$ cat src/rtl/sram_mem_controller_pkg.sv
// Shared state encoding and constants for the 32-bit to 2x16-bit SRAM sequencer.
package sram_mem_controller_pkg;

    typedef enum logic [1:0] {
        ST_IDLE = 2'd0,
        ST_LOW  = 2'd1,
        ST_HIGH = 2'd2,
        ST_DONE = 2'd3
    } state_t;

    localparam int SRAM_DATA_W       = 16;
    localparam int DEFAULT_ADDR_BASE = 1024;

    // Counter width able to hold HALF_CYCLES-1, never narrower than one bit.
    function automatic int timer_width(input int cycles);
        return (cycles > 1) ? $clog2(cycles) : 1;
    endfunction

endpackage

$ cat src/rtl/sram_mem_controller_half_timer.sv
// Down-counter that times one 16-bit SRAM access: load starts a half, expire marks its last cycle.
module sram_half_timer
    import sram_mem_controller_pkg::*;
#(
    parameter int HALF_CYCLES = 3
) (
    input  logic clk,
    input  logic rst,
    input  logic load,
    output logic expire,
    output logic one_left
);

    localparam int                CNT_W    = timer_width(HALF_CYCLES);
    localparam logic [CNT_W-1:0] LOAD_VAL = CNT_W'(HALF_CYCLES - 1);

    logic [CNT_W-1:0] count;

    always_ff @(posedge clk or negedge rst) begin
        if (!rst) begin
            count <= '0;
        end else if (load) begin
            count <= LOAD_VAL;
        end else if (count != '0) begin
            count <= count - CNT_W'(1);
        end
    end

    assign expire   = (count == '0);
    assign one_left = (count == CNT_W'(1));

endmodule

$ cat src/rtl/sram_mem_controller.sv
// Splits one 32-bit load/store into a low and a high 16-bit SRAM access, holding ready low meanwhile.
module sram_mem_controller
    import sram_mem_controller_pkg::*;
#(
    parameter int ADDR_BASE   = DEFAULT_ADDR_BASE,
    parameter int HALF_CYCLES = 3,
    parameter int SRAM_ADDR_W = 18
) (
    input  logic                   clk,
    input  logic                   rst,
    input  logic                   mem_read,
    input  logic                   mem_write,
    input  logic [31:0]            address,
    input  logic [31:0]            write_data,
    output logic [31:0]            read_data,
    output logic                   ready,
    output logic [SRAM_ADDR_W-1:0] sram_addr,
    output logic [SRAM_DATA_W-1:0] sram_dq_out,
    input  logic [SRAM_DATA_W-1:0] sram_dq_in,
    output logic                   sram_dq_oe,
    output logic                   sram_we_n
);

    localparam int WORD_W = SRAM_ADDR_W - 1;

    state_t            state;
    logic              is_write;
    logic [WORD_W-1:0] word;
    logic [15:0]       data_hi;

    logic              request;
    logic              accept;
    logic              expire;
    logic              one_left;
    logic              timer_load;
    logic [WORD_W-1:0] req_word;

    assign request    = mem_read | mem_write;
    assign accept     = (state == ST_IDLE) && request;
    assign req_word   = WORD_W'((address - 32'(ADDR_BASE)) >> 2);
    assign timer_load = accept || ((state == ST_LOW) && expire);

    always_comb begin
        ready = 1'b0;
        case (state)
            ST_IDLE: ready = !request;
            ST_DONE: ready = 1'b1;
            default: ready = 1'b0;
        endcase
    end

    sram_half_timer #(
        .HALF_CYCLES (HALF_CYCLES)
    ) u_timer (
        .clk      (clk),
        .rst      (rst),
        .load     (timer_load),
        .expire   (expire),
        .one_left (one_left)
    );

    // Bus outputs are registered one cycle ahead: each edge sets up what the next cycle drives.
    always_ff @(posedge clk or negedge rst) begin
        if (!rst) begin
            state       <= ST_IDLE;
            is_write    <= 1'b0;
            word        <= '0;
            data_hi     <= '0;
            read_data   <= '0;
            sram_addr   <= '0;
            sram_dq_out <= '0;
            sram_dq_oe  <= 1'b0;
            sram_we_n   <= 1'b1;
        end else begin
            case (state)
                ST_IDLE: begin
                    if (request) begin
                        is_write    <= mem_write;
                        word        <= req_word;
                        data_hi     <= write_data[31:16];
                        sram_addr   <= {req_word, 1'b0};
                        sram_dq_out <= write_data[15:0];
                        sram_dq_oe  <= mem_write;
                        sram_we_n   <= !mem_write;
                        state       <= ST_LOW;
                    end
                end
                ST_LOW: begin
                    if (expire) begin
                        if (!is_write) begin
                            read_data[15:0] <= sram_dq_in;
                        end
                        sram_addr   <= {word, 1'b1};
                        sram_dq_out <= data_hi;
                        sram_we_n   <= !is_write;
                        state       <= ST_HIGH;
                    end else begin
                        // Release the strobe for the final cycle so address and data outlive it.
                        sram_we_n <= !(is_write && !one_left);
                    end
                end
                ST_HIGH: begin
                    if (expire) begin
                        if (!is_write) begin
                            read_data[31:16] <= sram_dq_in;
                        end
                        sram_dq_oe <= 1'b0;
                        sram_we_n  <= 1'b1;
                        state      <= ST_DONE;
                    end else begin
                        sram_we_n <= !(is_write && !one_left);
                    end
                end
                ST_DONE: begin
                    state <= ST_IDLE;
                end
                default: begin
                    state <= ST_IDLE;
                end
            endcase
        end
    end

endmodule

$ cat config.mk
export PLATFORM = sky130hd
export DESIGN_NAME = sram_mem_controller
export DESIGN_NICKNAME = d
export VERILOG_FILES = /design/src/rtl/sram_mem_controller_pkg.sv /design/src/rtl/sram_mem_controller_half_timer.sv /design/src/rtl/sram_mem_controller.sv
export SDC_FILE = /design/constraint.sdc
export NUM_CORES = 1
export LEC_CHECK = 0
export BUFFER_PORTS_ARGS = -buffer_cell sky130_fd_sc_hd__buf_2
export CELL_PAD_IN_SITES_DETAIL_PLACEMENT = 1
export CELL_PAD_IN_SITES_GLOBAL_PLACEMENT = 1
export CORE_ASPECT_RATIO = 2
export CORE_MARGIN = 1.5
export CORE_UTILIZATION = 42
export CTS_CLUSTER_SIZE = 30
export DETAILED_ROUTE_END_ITERATION = 8
export PLACE_DENSITY = 0.84
export SLEW_MARGIN = 10
export SYNTH_ARGS = -nofsm -noshare
export SYNTH_HDL_FRONTEND = slang
export SYNTH_SLANG_ARGS = --single-unit
$ cat constraint.sdc
create_clock -name clk -period 4.9 [get_ports clk]
set_input_delay 0.98 -clock clk [delete_from_list [all_inputs] [get_ports clk]]
set_output_delay 0.98 -clock clk [all_outputs]
set_load 0.01 [all_outputs]
==> qor.txt <==
Vias: 3384
post-DP HPWL: 8.39 mm
largest net degree at the start of global routing: 54
skew final: 0.00657 ns
sequential fraction of the synthesis area: 58.1%
Mapped Avg Cell Area: 12.3 um2
clock latency on the worst-skew pair: 0.35 ns
Clock Sinks: 106
power density over cell area: 705 mW/mm2
first-pass GRT wire length: 18.4 mm
total power draw: 4010 uW
CTS root buf: clkbuf_16
number of remaining DRC errors: 0
post-cts sizing count: 0
vias per cell: 5.23
Mapped Area: 0.00457 mm2
htree depth: 3
ys flop type: dfrtp_1
post-route ant nets: 0
worst-path maximum fanout: 8
Starting Density: 43.3%
area of the multi-input gates: 0.00180 mm2
Seq cells post-synth: 106
CP endpoint kind: output pin
wire length per cell: 17.6 um
Unique masters post-synth: 38
Slew @ Worst Pin: 0.897 ns
drt pass-1 iters: 4
Die Ht: 151 um
Setup Buffers After CTS: 0
total track usage: 20.7%
area grow syn2layout: 24.2%
Final period util: 61.9%
FMAX: 330 MHz
RSZ-0062 raised after global routing: no
Core ar.: 0.0105 mm2
Yosys top cell by area: dfrtp_1
cts bufs inserted: 9
outcome: finished, final reports clean
Worst Setup Start Kind: register
chip width: 76.8 um
Fin Hold WS: 0.437 ns
crit path time final: 3.03 ns
Cell Rows: 53
total gr overflow: 0
max cap viols: 0
fin nets: 596
GP Congestion: 0.788
Max rail drop VDD: 0.364 mV
clk slew on worst S/H paths: 0.07 ns
number of flops mapped to enable cells by yosys: 0
FF/Latch Area: 0.00265 mm2
top-count cell post-synth: dfrtp_1
WP data required: 3.92 ns
DRT iter0 DRCs: 182
CTS tree: done
Ys Warns: 0
initial antenna violation count: 1
boundary pin count: 153
ys async rst share: 100%
# hold bufs at CTS: 0
Syn Inst Count: 371
Die ar.: 0.0116 mm2
fin. max-slew vios: 0
Setup CP Type: register to output pin
Hold Crit Class: primary input to asynchronous set/reset pin
Routed WL: 11.4 mm
FILL cells: 1168
vias in the first global route: 3693
most common library cells after synthesis: dfrtp_1, mux2_2, nand2_1
layout cells sized above 1: 44.0%
Port Buffers: 137
post-synth top area share: 57.5%
CP Data Arrival Time: 2.05 ns
Max clock buf depth: 2
top post-synthesis cells by area: dfrtp_1, mux2_2, mux2i_1
LEAKAGE: 0.00271 uW
final setup fails: 0
Post-Syn Nets: 463
worst rel slew slack: 40.0%
Setup TNS: 0 ns
Fin. Hold Viols: 0
## worst max-delay path, cell delays in order, from the launching register on
cell and delay, ns:
dfrtp_1 0.42, inv_1 0.12, ha_1 0.44, nor3b_1 0.37
nor2_1 0.13, nor2_1 0.10, buf_2 0.13
## routing by layer
| layer | part of all wire [%] | global-route usage [%] |
|---|---|---|
| met4 | 3.9 | 11.2 |
| met3 | 3.6 | 3.82 |
| met1 | 35 | 21.0 |
| met5 | 0 | 0 |
| met2 | 58 | 39.2 |
## placed cells by master, fill, tap and decap left out, types with 6 or more instances in the layout
master	instances
mux2_2	60
clkbuf_16	9
ha_1	7
inv_1	7
nand2_1	48
o21ai_0	39
nor2_1	15
buf_4	6
a21oi_1	8
mux2i_1	26
buf_2	136
dfrtp_1	105
## metrics by stage
step	area (um2)	util, %	setup slack [ns]	std cells
final	5680	53.9	1.87	647
after global placement	5370	51.0	2.10	630
after CTS	5680	53.8	1.83	646
after detailed placement	5370	51.0	2.08	630
after global routing	5680	53.9	1.69	647
after floorplan	4570	-	2.40	371
## flip-flops by register name (all words and copies together), names as in the netlist, 2 cells and up
| name | count |
|---|---|
| data_hi | 16 |
| read_data | 32 |
| sram_addr | 18 |
| sram_dq_out | 16 |
| state | 2 |
| u_timer.count | 2 |
| word | 17 |
## layout make-up
class / instances / share of cell area [%]
clock inverter: 7 / 1.37
timing repair buffer: 142 / 12.8
multi-input combinational: 238 / 31.6
inverter: 7 / 0.463
clock buffer: 9 / 3.97
antenna: 1 / 0.0441
sequential: 106 / 46.7
tap: 137 / 3.02
## logic make-up after synthesis
group / count (synthesis) / synth area share [%]
buffers and inverters: 27 / 3.07
XOR/XNOR: 7 / 1.34
adder cells (fa/ha/maj): 8 / 2.19
multiplexers: 86 / 20.5
AND/OR/NAND/NOR: 79 / 7.69
AO/OA/AOI/OAI: 58 / 7.17
flip-flops: 106 / 58.1
## final timing paths
check                                    start             end  slack (ns)  depth (start not counted)
max in group asynchronous                  rst    sram_addr[6]        3.63                          2
worst max-delay path                  state[0]           ready        1.87                          6
min in group clk                sram_dq_out[3]  sram_dq_out[3]        0.48                          2
worst min register to register  sram_dq_out[3]  sram_dq_out[3]        0.48                          2
worst max register to register        state[1]   read_data[13]        2.21                          5
worst min-delay path                       rst      sram_dq_oe        0.44                          1
## power breakdown
group / total, uW / internal, uW / switching, uW
clock: 730 / 400 / 330
sequential: 1570 / 1330 / 234
combinational: 1710 / 768 / 940
total: 4010 / 2500 / 1500
(Power assumes the default switching activity.)
